==> src/rtl/nibble_add_seq.sv <==
// Multi-nibble adder sequencer: time-shares one external nibble_adder, LSB nibble first,
// chaining the carry. Optional overflow output enabled by NIBBLE_ADD_SEQ_OVF_EN.
module nibble_add_seq #(
  parameter int NIBBLES = 4,
  parameter int TIMEOUT = 15
) (
  input  logic                 clk,
  input  logic                 rst,
  input  logic                 start,
  input  logic [4*NIBBLES-1:0] op_a,
  input  logic [4*NIBBLES-1:0] op_b,
  input  logic                 cin,
  output logic                 busy,
  output logic                 done,
  output logic                 err,
  output logic [4*NIBBLES-1:0] sum,
  output logic                 cout,
  output logic [3:0]           add_a,
  output logic [3:0]           add_b,
  output logic                 add_cin,
  input  logic [3:0]           add_s,
  input  logic                 add_cout,
  input  logic                 add_valid
`ifdef NIBBLE_ADD_SEQ_OVF_EN
  ,
  output logic                 ovf
`endif
);

  localparam int IDX_W = (NIBBLES > 1) ? $clog2(NIBBLES) : 1;
  localparam logic [IDX_W-1:0] LAST_IDX = IDX_W'(NIBBLES - 1);
  localparam logic [7:0] WAIT_LIMIT = 8'(TIMEOUT - 1);

  typedef enum logic [2:0] {IDLE, ISSUE, WAIT, DONE, ERR} state_t;

  state_t               state_reg, state_next;
  logic [4*NIBBLES-1:0] a_reg, b_reg, sum_reg;
  logic [IDX_W-1:0]     idx_reg;
  logic [7:0]           wait_cnt_reg;
  logic                 carry_reg, cout_reg, ovf_reg;
  logic                 last_pass;

  assign last_pass = (idx_reg == LAST_IDX);

  always_ff @(posedge clk) begin
    if (rst) state_reg <= IDLE;
    else     state_reg <= state_next;
  end

  always_comb begin
    state_next = state_reg;
    busy       = 1'b0;
    done       = 1'b0;
    err        = 1'b0;
    add_a      = 4'd0;
    add_b      = 4'd0;
    add_cin    = 1'b0;
    case (state_reg)
      IDLE: begin
        if (start) state_next = ISSUE;
      end
      ISSUE, WAIT: begin
        busy    = 1'b1;
        add_a   = a_reg[4*idx_reg +: 4];
        add_b   = b_reg[4*idx_reg +: 4];
        add_cin = carry_reg;
        // A valid seen in ISSUE may belong to the previous pass, so only WAIT looks at it.
        if (state_reg == ISSUE) begin
          state_next = WAIT;
        end else if (add_valid) begin
          state_next = last_pass ? DONE : ISSUE;
        end else if (wait_cnt_reg == WAIT_LIMIT) begin
          state_next = ERR;
        end
      end
      DONE: begin
        busy       = 1'b1;
        done       = 1'b1;
        state_next = IDLE;
      end
      ERR: begin
        busy       = 1'b1;
        err        = 1'b1;
        state_next = IDLE;
      end
      default: state_next = IDLE;
    endcase
  end

  always_ff @(posedge clk) begin
    if (rst) begin
      a_reg        <= '0;
      b_reg        <= '0;
      sum_reg      <= '0;
      idx_reg      <= '0;
      wait_cnt_reg <= '0;
      carry_reg    <= 1'b0;
      cout_reg     <= 1'b0;
      ovf_reg      <= 1'b0;
    end else begin
      case (state_reg)
        IDLE: begin
          if (start) begin
            a_reg        <= op_a;
            b_reg        <= op_b;
            carry_reg    <= cin;
            sum_reg      <= '0;
            idx_reg      <= '0;
            wait_cnt_reg <= '0;
            cout_reg     <= 1'b0;
            ovf_reg      <= 1'b0;
          end
        end
        ISSUE: wait_cnt_reg <= '0;
        WAIT: begin
          if (add_valid) begin
            sum_reg[4*idx_reg +: 4] <= add_s;
            carry_reg               <= add_cout;
            if (last_pass) begin
              cout_reg <= add_cout;
              // Carry into the MSB is recovered from the sum bit and the MSB operands.
              ovf_reg  <= add_a[3] ^ add_b[3] ^ add_s[3] ^ add_cout;
            end else begin
              idx_reg <= idx_reg + 1'b1;
            end
          end else begin
            wait_cnt_reg <= wait_cnt_reg + 8'd1;
          end
        end
        ERR: begin
          cout_reg <= 1'b0;
          ovf_reg  <= 1'b0;
        end
        default: ;
      endcase
    end
  end

  assign sum  = sum_reg;
  assign cout = cout_reg;

`ifdef NIBBLE_ADD_SEQ_OVF_EN
  assign ovf = ovf_reg;
`else
  logic unused_ovf;
  assign unused_ovf = ovf_reg;
`endif

endmodule

==> config.mk <==
export PLATFORM = sky130hd
export DESIGN_NAME = nibble_add_seq
export DESIGN_NICKNAME = d
export VERILOG_FILES = /design/src/rtl/nibble_add_seq.sv
export SDC_FILE = /design/constraint.sdc
export NUM_CORES = 1
export LEC_CHECK = 0
export ABC_AREA = 1
export CAP_MARGIN = 20
export CORE_MARGIN = 3
export CORE_UTILIZATION = 55
export DETAILED_ROUTE_END_ITERATION = 6
export HOLD_SLACK_MARGIN = 0.1
export PLACE_DENSITY = 0.85
export SLEW_MARGIN = 25
export SYNTH_ARGS = -nofsm -noshare
export SYNTH_HDL_FRONTEND = slang
export SYNTH_SLANG_ARGS = --single-unit
==> constraint.sdc <==
create_clock -name clk -period 4.1 [get_ports clk]
set_input_delay 0.82 -clock clk [delete_from_list [all_inputs] [get_ports clk]]
set_output_delay 0.82 -clock clk [all_outputs]
set_load 0.05 [all_outputs]
Yosys cells after proc, flatten, opt, wreduce, memory -nomap -nowiden

Cells that the tools add are included.

Add/subtract/negate cells: 3
Equality and inequality tests: 12
Shifts and indexed selects: 4
Muxes and demuxes: 30
Reduce and logical (&&, ||, !) cells: 12

Operator list:

| cell                                                  | count |
|---|---|
| negator 4 -> 34 bit                                   | 1 |
| variable shift 4 x 34 -> 16 bit, first input constant | 1 |
| variable part select 4 x 34 -> 16 bit                 | 1 |
| 2-to-1 mux 16 bit                                     | 2 |
| one-hot mux 16 bit (2 select lines)                   | 1 |
| variable part select 16 x 5 -> 4 bit                  | 2 |
| one-hot mux 8 bit (3 select lines)                    | 1 |
| bitwise mux 16 bit                                    | 1 |
| 2-to-1 mux 8 bit                                      | 2 |
| 2-to-1 mux 3 bit                                      | 4 |
| inequality test 2 bit, second input constant          | 5 |
| 2-to-1 mux 1 bit                                      | 9 |
| adder 8 x 1 -> 8 bit, second input constant           | 1 |
| equality test 8 x 4 -> 1 bit, second input constant   | 1 |
| 2-to-1 mux 2 bit                                      | 4 |
| 2-to-1 mux 4 bit                                      | 2 |
| AND reduction 4 bit                                   | 2 |
| equality test 3 x 2 -> 1 bit, second input constant   | 2 |
| one-hot mux 3 bit (2 select lines)                    | 1 |
| AND reduction 3 bit                                   | 2 |
| nonzero test 3 bit                                    | 2 |
| inequality test 4 bit, second input constant          | 1 |
| one-hot mux 2 bit (2 select lines)                    | 1 |
| AND reduction 2 bit                                   | 2 |
| other kinds (10)                                      | 10 |

Bits in registers: 63
Input port bits: 42
Output and inout port bits: 29
Logic and storage cells: 69

Depth between registers and ports, before layout

Gate-level depths: netlist of the first run.

Word-level depth: 5
Mapped depth: 10
Gate-level depth less buffers: 9

Worst setup path before layout of the first run

Ideal clock, no wire load.

Path kind: flip-flop to output port
Start point: register state_reg[1]
End point: output port busy
Data arrival time: 2134 ps
Required time: 3280 ps
Setup slack: 1146 ps
Stages on the path, launching flop included: 5
Path buffers: 1
Cell sequence: dfxtp_1 buf_4 inv_1 nor3_1 or3_1

Cells in the longest elaborated chain, start to end: 3
Elaborated cells between the ends (all ways): 6
Those cells by class: 4 x eq/ne; 1 x mux; 1 x reduce/logical

Ends and longest elaborated chain:

| what                                                 | RTL line | RTL |
|---|---|---|
| from (decl)                                          | 36       | `state_t state_reg, state_next;` |
| from (signal assigned)                               | 47       | `else state_reg <= state_next;` |
| equality test 3 x 1 -> 1 bit (tied with other cells) | 58       | `case (state_reg)` |
| OR reduction 4 bit (no line) (*)                     | -        |  |
| 2-to-1 mux 1 bit (*)                                 | 58       |  |
| to (decl)                                            | 13       | `output logic busy,` |

Every way passes the cells marked *; elsewhere a longest branch is shown, timed or not.

Worst setup path after layout of the first run

Start point: register idx_reg[1]
End point: output port add_a[3]

Cells in the longest elaborated chain, start to end: 2

Ends and longest elaborated chain:

| what                                 | RTL line | RTL |
|---|---|---|
| from (decl)                          | 38       | `logic [IDX_W-1:0] idx_reg;` |
| from (signal assigned)               | 124      | `idx_reg <= idx_reg + 1'b1;` |
| variable part select 16 x 5 -> 4 bit | 64       | `add_a = a_reg[4*idx_reg +: 4];` |
| 2-to-1 mux 4 bit                     | 58       |  |
| to (decl)                            | 18       | `output logic [3:0] add_a,` |

No other way between the ends.

==> results of run 1 <==
-- cell families after synthesis --
kind of cell | synth area share [%]
AOI/OAI and AO/OA | 17.3
adders and majority gates | 3.08
buffers and inverters | 10.9
DFF | 38.8
and+or+nand+nor | 29.8
-- worst max-delay path by stage --
stage	from	endpoint	slack (ns)	cells past startpoint
floorplan	state_reg[1]$_SDFFE_PP0P_	busy	1.15	4
global placement	idx_reg[1]$_SDFFE_PP0P_	add_b[3]	1.15	7
detailed placement	idx_reg[1]$_SDFFE_PP0P_	add_b[1]	1.06	7
CTS	idx_reg[1]$_SDFFE_PP0P_	add_a[0]	0.69	7
global route	idx_reg[1]$_SDFFE_PP0P_	add_a[3]	0.43	7
finish	idx_reg[1]$_SDFFE_PP0P_	add_a[3]	0.65	7
-- synth_stat cells --
cell	count
buf_6	3
or2_2	1
inv_1	53
nand2_1	121
nand3_2	2
buf_4	4
nand2_2	5
nor2_4	1
clkbuf_1	12
ha_1	8
nor3_1	7
a21boi_0	1
o21ai_0	36
nand3_1	26
a21oi_1	75
inv_6	1
clkinv_1	1
nor3b_1	2
or3_1	1
nand4_1	7
inv_2	1
or2_4	1
dfxtp_1	63
buf_2	6
nor2_1	52
nand2_4	1
-- power by group through the flow --
stage | combinational, uW | sequential (uW) | clock (uW)
floorplan | 248 | 764 | 0
global placement | 427 | 705 | 0
detailed placement | 434 | 708 | 0
CTS | 437 | 694 | 536
global route | 481 | 700 | 560
finish | 439 | 695 | 529
-- final cells by class --
type | count | area, sq um
repair buffers | 73 | 723
fillers | 464 | 1490
well taps | 72 | 90.1
flip-flops and latches | 63 | 1260
inverters | 56 | 215
clock inverters | 7 | 72.6
clock buffers | 9 | 124
multi-input cells | 347 | 1630
-- stage by stage --
step	utilization (%)	power (uW)	cell area, sq um	setup WS [ns]
finish	73.4	1660	4120	0.653
global route	73.4	1740	4120	0.433
CTS	73.4	1670	4120	0.689
detailed placement	69.9	1140	3920	1.06
global placement	69.9	1130	3920	1.15
floorplan	-	1010	3250	1.15
-- layer usage --
| layer | global-route usage [%] | vias up | wire [um] |
|---|---|---|---|
| met1 | 31.2 | 1523 | 3620 |
| met2 | 39.4 | 134 | 3840 |
| met5 | 0 | - | 0 |
| li1 | - | 1693 | - |
| met3 | 4.17 | 24 | 510 |
| met4 | 11.3 | 0 | 243 |
-- worst reg2reg max path: stages (launching register included) --
cell      delay, ns
dfxtp_1        0.58
clkinv_1       0.39
ha_1           0.42
inv_1          0.14
nand2_1        0.12
nor2_1         0.14
nand3_1        0.10
nand3_1        0.07
nand2_1        0.06
nor2_1         0.14
==> key figures, run 1 <==
Timing
  • Post-route minimum period: 3.45 ns
  • Max Transition Viols Final: 0
  • Top achievable clock speed: 290 MHz
  • Clock Skews: 0.00762 ns
  • RSZ-0062 raised after global routing: no
  • Hold_ws: 0.471 ns
  • Rel. slew slack: 35.3%
  • Post-route setup TNS: 0 ns
  • Worst-Margin Slew: 0.969 ns
  • Final hold vios: 0
  • Setup Viol. Count Final: 0
  • Period Utilization, post-route: 84.1%

Synth
  • Synth Cell Area: 0.00325 sq mm
  • Yosys warns: 0
  • #FFs+latches synth: 63
  • Synth Instances: 491
  • Register area share after synthesis: 38.8%
  • Avg Inst Size Synth: 6.61 sq um
  • Count of different cell masters after synthesis: 26
  • Largest area contributor in the netlist: dfxtp_1
  • Synth top area share: 38.8%
  • Mapped Nets: 541
  • Top cells by area, synth: dfxtp_1, nand2_1, a21oi_1, inv_1, nor2_1

Die
  • Die height: 82.8 um
  • Die width: 82.8 um
  • Initial Util: 57.9%
  • Core area: 0.00561 sq mm
  • Number of I/O pins: 71
  • Row count: 27
  • Die Area: 0.00686 sq mm

Critical path
  • FF-to-FF setup slack: 1.89 ns
  • Setup crit end kind: output port
  • Worst Path Max Fanout: 13
  • Worst path required time: 3.28 ns
  • Buf/Inv on CP: 3
  • CP max stage cell: clkdlybuf4s50_1
  • Max stage delay on crit path: 0.81 ns
  • FF-to-FF path depth: 9
  • Worst R2R Start: idx_reg[1]$_SDFFE_PP0P_
  • Cell mode on critical path: nand2_1
  • Critical R2R Capture: sum[13]$_SDFFE_PP0P_
  • CP arrival: 2.63 ns
  • Critical path's top delay family: buffers and inverters
  • WS Path Type: flip-flop to output port
  • Startpoint types: flip-flop
  • Cell Chain, Critical Path: clkinv_1 -> a21oi_1 -> o21ai_0 -> nand2_1 -> nand2_1 -> inv_1 -> clkdlybuf4s50_1

Clock tree
  • H-tree depth: 3
  • Clk slew on worst S/H paths: 0.07 ns
  • Clock tree from TritonCTS: yes
  • Clock buffer depth: 2
  • CTS root buf: clkbuf_8
  • CTS buffer count: 9
  • Worst-Skew Late Latency: 0.34 ns
  • Setup bufs post-CTS: 0
  • Resize count post-CTS: 0
  • Hold Buf Count CTS: 0
  • Number of clock sinks: 63

Drt
  • Routed Antenna Nets: 0
  • WL/cell: 13.1 um
  • Routed vias: 3374
  • DRC: 0
  • DRT Wirelength: 8210 um
  • Avg Vias per Cell: 5.38
  • Drt pass-1 iters: 5
  • Initial DRC Count: 284

Power and ir drop
  • Max VDD drop: 0.310 mV
  • Sw Share: 33.7%
  • Clock power share: 31.8%
  • Comb pwr share: 26.4%
  • Leakage power: 0.00175 uW
  • Internal power: 1100 uW
  • Pwr per Cell Area: 404 mW/mm^2
  • Sequential Power Share: 41.8%
  • Psw: 560 uW

Hold path
  • Min-Delay Path Depth: 2
  • Hold Path Sink: a_reg[1]$_SDFFE_PP0P_
  • Hold_sp: a_reg[1]$_SDFFE_PP0P_
  • Worst min-delay path class: flip-flop to flip-flop

Layout
  • Finished Layout Cells: 627
  • Commonest non-fill, non-tap cell in the layout: nand2_1
  • ANT cells: 0
  • Layout cells sized above 1: 5.77%
  • Area delta synth->final: 26.8%
  • Most frequent cells in the layout: nand2_1, a21oi_1, clkdlybuf4s50_1, dfxtp_1, inv_1
  • Fin nets: 600

Run status
  • Status: complete, no violations

GRT
  • Number of global-route vias before repair: 3100
  • Total gr overflow: 0
  • First-pass GRT wire length: 13800 um
  • Antenna violations before repair: 0
  • Pin count of the biggest net entering global routing: 51
  • Total Routing Usage GR: 24.2%

Job
  • Total of max-cap violations: 0

Place
  • IO buf count: 70
  • Post-DP HPWL: 5930 um
  • Cells after DPL: 611
  • Routability-driven placement congestion ratio: 0.902
(Power assumes the default switching activity.)
==> run 2, diff against run 1 <==
--- a/config.mk
+++ b/config.mk
@@ -8,10 +8,10 @@
 export ABC_AREA = 1
 export CAP_MARGIN = 20
 export CORE_MARGIN = 3
-export CORE_UTILIZATION = 55
+export CORE_UTILIZATION = 46
 export DETAILED_ROUTE_END_ITERATION = 6
 export HOLD_SLACK_MARGIN = 0.1
-export PLACE_DENSITY = 0.85
+export PLACE_DENSITY = 0.76
 export SLEW_MARGIN = 25
 export SYNTH_ARGS = -nofsm -noshare
 export SYNTH_HDL_FRONTEND = slang
==> constraint.sdc (replaced) <==
create_clock -name clk -period 2.8 [get_ports clk]
set_input_delay 0.56 -clock clk [delete_from_list [all_inputs] [get_ports clk]]
set_output_delay 0.56 -clock clk [all_outputs]
set_load 0.05 [all_outputs]
==> run 2 against run 1 <==
Effect of this change:
- hold slack lost 0.016 ns
- flip-flop and latch count unchanged
- largest cell class unchanged
- highest routed layer unchanged
- routed wire length rose by 0.11%
- global-route usage shrank 3.9 points
- setup slack worse by 0.42 ns
- critical path type unchanged
- largest power group unchanged
==> key figures, run 2 (synthesis results as in run 1) <==
Timing
  • Max Transition Viols Final: 0
  • Final hold vios: 0
  • Top achievable clock speed: 389 MHz
  • Worst-Margin Slew: 0.643 ns
  • Rel. slew slack: 57.1%
  • Post-route setup TNS: 0 ns
  • Clock Skews: 0.00657 ns
  • Period Utilization, post-route: 91.7%
  • Setup Viol. Count Final: 0
  • Post-route minimum period: 2.57 ns
  • RSZ-0062 raised after global routing: no

Layout
  • Fin nets: 603
  • Most frequent cells in the layout: nand2_1, a21oi_1, dfxtp_1, clkdlybuf4s50_1, inv_1
  • Register area: 0.00126 sq mm
  • # fillers: 607
  • Commonest non-fill, non-tap cell in the layout: nand2_1
  • Area delta synth->final: 30.7%
  • Multi-input gate area: 0.00163 sq mm
  • Util after Layout: 64.2%
  • ANT cells: 0
  • Finished Layout Cells: 651
  • Post-route cell area: 0.00424 sq mm
  • Layout cells sized above 1: 8.06%

Drt
  • Drt pass-1 iters: 5
  • Routed wire length on met3: 503 um
  • WL/cell: 12.6 um
  • Initial DRC Count: 170
  • Routed vias: 3249
  • DRC: 0
  • Wl on met1: 3680 um
  • DRT Wirelength: 8220 um
  • Avg Vias per Cell: 4.99
  • Highest metal used: met4
  • Routed Antenna Nets: 0
  • Metal2 WL: 3950 um

Clock tree
  • CTS root buf: clkbuf_8
  • Setup bufs post-CTS: 0
  • Clock buffer depth: 2
  • Clk slew on worst S/H paths: 0.07 ns
  • Resize count post-CTS: 0
  • H-tree depth: 3
  • Clock tree from TritonCTS: yes
  • Hold Buf Count CTS: 0
  • Worst-Skew Late Latency: 0.34 ns
  • CTS buffer count: 9
  • Number of clock sinks: 63

Power and ir drop
  • Total Power: 2460 uW
  • Pwr per Cell Area: 579 mW/mm^2
  • Max VDD drop: 0.418 mV
  • Leakage power: 0.00181 uW

Place
  • Dpl cell area: 0.00405 sq mm
  • IO buf count: 70
  • Post-DP HPWL: 5860 um
  • Routability-driven placement congestion ratio: 0.868
  • Cells after DPL: 635

Critical path
  • Startpoint types: flip-flop
  • WS Path Type: flip-flop to output port
  • CP arrival: 2.01 ns
  • Worst Path Max Fanout: 8
  • FF-to-FF path depth: 9
  • Worst path required time: 2.24 ns
  • Worst R2R Start: idx_reg[0]$_SDFFE_PP0P_
  • Setup crit end kind: output port
  • CP startpoint: state_reg[1]$_SDFFE_PP0P_

Die
  • Die Area: 0.00810 sq mm
  • Number of I/O pins: 71
  • Die height: 90.0 um
  • Row count: 29
  • Die width: 90.0 um
  • Core area: 0.00660 sq mm
  • Initial Util: 49.2%

GRT
  • Pin count of the biggest net entering global routing: 50
  • Number of global-route vias before repair: 2955
  • Total Routing Usage GR: 20.4%
  • Antenna violations before repair: 0
  • Total gr overflow: 0
  • First-pass GRT wire length: 13700 um

Run status
  • Status: complete, no violations

Hold path
  • Hold_sp: a_reg[4]$_SDFFE_PP0P_
  • Worst min-delay path class: flip-flop to flip-flop
  • Min-Delay Path Depth: 2

Job
  • Total of max-cap violations: 0
==> run 2: cell types whose count changed in the layout (fill, tap and decap cells not counted), sizes merged <==
cell           before  now
clkinvlp            2    1
clkdlybuf4s50      70   60
clkinv              4    6
inv                56   55
buf                 3   16
==> run 2: layout make-up <==
type                    count  share of cell area [%]
multi-input cells         347                    38.5
clock inverters             7                    1.74
flip-flops and latches     63                    29.7
inverters                  56                    5.07
clock buffers               9                    2.92
well taps                  93                    2.74
repair buffers             76                    19.3
==> run 2: power breakdown <==
group	switching (uW)	total [uW]	leakage (uW)	internal, uW
clock network	372	784	0.0000992	412
registers	38.8	1010	0.000517	976
logic	416	660	0.00119	244
==> run 2: per-layer routing <==
layer | track usage (%) | vias to the layer above
met5 | 0 | -
met4 | 4.72 | 0
met3 | 5.59 | 11
met2 | 33.4 | 96
met1 | 26.6 | 1445
li1 | - | 1697
==> run 2: final timing paths <==
path / end / slack [ns]
max: done / 0.23
min: a_reg[4]$_SDFFE_PP0P_ / 0.46
min reg2reg: a_reg[4]$_SDFFE_PP0P_ / 0.46
max reg2reg: sum[13]$_SDFFE_PP0P_ / 0.88
==> run 2: worst max-delay path, stage by stage (launching register included) <==
cell and delay (ns):
dfxtp_1 0.47, inv_1 0.15, nor3_1 0.20, clkdlybuf4s50_1 0.85
==> run 2: metrics by stage <==
| step | worst slack, ns | hold WS, ns |
|---|---|---|
| after floorplan | 0.106 | 0.429 |
| after global placement | 0.623 | 0.444 |
| after detailed placement | 0.612 | 0.448 |
| after CTS | 0.239 | 0.459 |
| after global routing | 0.142 | 0.474 |
| final | 0.232 | 0.456 |
==> run 3, diff against run 2 <==
--- a/config.mk
+++ b/config.mk
@@ -11,7 +11,7 @@
 export CORE_UTILIZATION = 46
 export DETAILED_ROUTE_END_ITERATION = 6
 export HOLD_SLACK_MARGIN = 0.1
-export PLACE_DENSITY = 0.76
+export PLACE_DENSITY = 0.83
 export SLEW_MARGIN = 25
 export SYNTH_ARGS = -nofsm -noshare
 export SYNTH_HDL_FRONTEND = slang
==> run 3 against run 2 <==
Effect of this change:
- fmax down 0.49%
- hold slack better by 0.0030 ns
- highest routed layer unchanged
- sequential power about the same
- largest cell class unchanged
- flip-flop and latch count unchanged
- clock skew increased by 0.0015 ns
- non-clock buffer count increased by 1
==> key figures, run 3 (synthesis results as in run 1) <==
Drt
  • DRC: 0
  • WL/cell: 12.6 um
  • DRT Wirelength: 8200 um
  • Drt pass-1 iters: 5
  • Initial DRC Count: 283
  • Routed Antenna Nets: 0
  • Routed vias: 3324
  • Avg Vias per Cell: 5.11

Die
  • Number of I/O pins: 71
  • Row count: 29
  • Die height: 90.0 um
  • Die width: 90.0 um
  • Core area: 0.00660 sq mm
  • Initial Util: 49.2%
  • Die Area: 0.00810 sq mm

Layout
  • ANT cells: 0
  • Fin nets: 604
  • Most frequent cells in the layout: nand2_1, a21oi_1, dfxtp_1, clkdlybuf4s50_1, inv_1
  • Area delta synth->final: 29.9%
  • Layout cells sized above 1: 7.89%
  • Commonest non-fill, non-tap cell in the layout: nand2_1

Critical path
  • FF-to-FF setup slack: 0.84 ns
  • Worst Path Max Fanout: 8
  • CP arrival: 2.02 ns
  • Worst path required time: 2.24 ns
  • Worst R2R Start: idx_reg[0]$_SDFFE_PP0P_
  • Critical R2R Capture: sum[13]$_SDFFE_PP0P_
  • WS Path Type: flip-flop to output port
  • Setup crit end kind: output port
  • FF-to-FF path depth: 9
  • Startpoint types: flip-flop

Clock tree
  • CTS root buf: clkbuf_8
  • Number of clock sinks: 63
  • Resize count post-CTS: 0
  • CTS buffer count: 9
  • H-tree depth: 3
  • Clock tree from TritonCTS: yes
  • Clk slew on worst S/H paths: 0.07 ns
  • Setup bufs post-CTS: 0
  • Hold Buf Count CTS: 0
  • Worst-Skew Late Latency: 0.34 ns
  • Clock buffer depth: 2

Timing
  • Setup ws final: 0.219 ns
  • Final hold vios: 0
  • Clock Skews: 0.00807 ns
  • Max Transition Viols Final: 0
  • Rel. slew slack: 55.5%
  • Worst-Margin Slew: 0.666 ns
  • RSZ-0062 raised after global routing: no
  • Post-route setup TNS: 0 ns
  • Top achievable clock speed: 387 MHz
  • Period Utilization, post-route: 92.2%
  • Setup Viol. Count Final: 0
  • Post-route minimum period: 2.58 ns

GRT
  • Pin count of the biggest net entering global routing: 50
  • Number of global-route vias before repair: 3072
  • First-pass GRT wire length: 13900 um
  • Total gr overflow: 0
  • Antenna violations before repair: 0
  • Total Routing Usage GR: 20.6%

Place
  • IO buf count: 70
  • Post-DP HPWL: 5880 um
  • Placement Setup Slack: 0.604 ns
  • Routability-driven placement congestion ratio: 0.827

Hold path
  • Worst min-delay path class: flip-flop to flip-flop
  • Min-Delay Path Depth: 2
  • Hold Path Sink: a_reg[5]$_SDFFE_PP0P_
  • Hold_sp: a_reg[5]$_SDFFE_PP0P_

Job
  • Total of max-cap violations: 0

Power and ir drop
  • Sequential Power Share: 43.1%
  • Comb pwr share: 28.0%
  • Leakage power: 0.00180 uW
  • Sw Share: 33.9%
  • Max VDD drop: 0.287 mV
  • Psw: 799 uW
  • Pwr per Cell Area: 559 mW/mm^2
  • Clock power share: 28.9%
  • Internal power: 1560 uW

Run status
  • Status: complete, no violations
[run 3: routing by layer]
metal / vias to the layer above / wire, um / part of all wire, % / track usage (%)
li1: 1703 / - / - / -
met1: 1483 / 3660 / 45 / 26.5
met2: 119 / 3820 / 47 / 32.8
met3: 19 / 557 / 6.8 / 4.76
met4: 0 / 167 / 2.0 / 8.93
met5: - / 0 / 0 / 0
[run 3: metrics by stage]
stage          total power [uW]  hold slack, ns  util [%]  std cells  instance area [sq um]
4_1_cts                    2360           0.457      63.8        651                   4220
2_1_floorplan              1480           0.429         -        491                   3250
3_3_place_gp               1670           0.440      61.4        636                   4050
5_1_grt                    2470           0.483      63.8        651                   4220
3_5_place_dp               1690           0.446      61.4        636                   4050
6_report                   2360           0.459      63.8        651                   4220
[run 3: cell type report]
class                      count  area (sq um)
tap                           93           116
clock buffer                  11           141
inverter                      56           215
sequential                    63          1260
multi-input combinational    347          1630
timing repair buffer          77           828
fill                         577          2390
clock inverter                 4          22.5
[run 3: worst max-delay path: stages (launching register included)]
cell and delay (ns):
dfxtp_1 0.48, inv_1 0.16, nor3_1 0.20, clkdlybuf4s50_1 0.84
[run 3: power by group through the flow]
stage | Combinational (uW) | Sequential [uW] | Clock (uW)
6_report | 659 | 1020 | 681
3_5_place_dp | 656 | 1040 | 0
3_3_place_gp | 642 | 1030 | 0
4_1_cts | 659 | 1020 | 688
5_1_grt | 727 | 1030 | 720
2_1_floorplan | 363 | 1120 | 0
[run 3: how the worst max path moves through the flow]
stage / cells past startpoint / endpoint / from
3_3_place_gp: 3 / done / state_reg[1]$_SDFFE_PP0P_
3_5_place_dp: 3 / done / state_reg[1]$_SDFFE_PP0P_
5_1_grt: 3 / done / state_reg[1]$_SDFFE_PP0P_
6_report: 3 / done / state_reg[1]$_SDFFE_PP0P_
2_1_floorplan: 4 / busy / state_reg[1]$_SDFFE_PP0P_
4_1_cts: 3 / done / state_reg[1]$_SDFFE_PP0P_
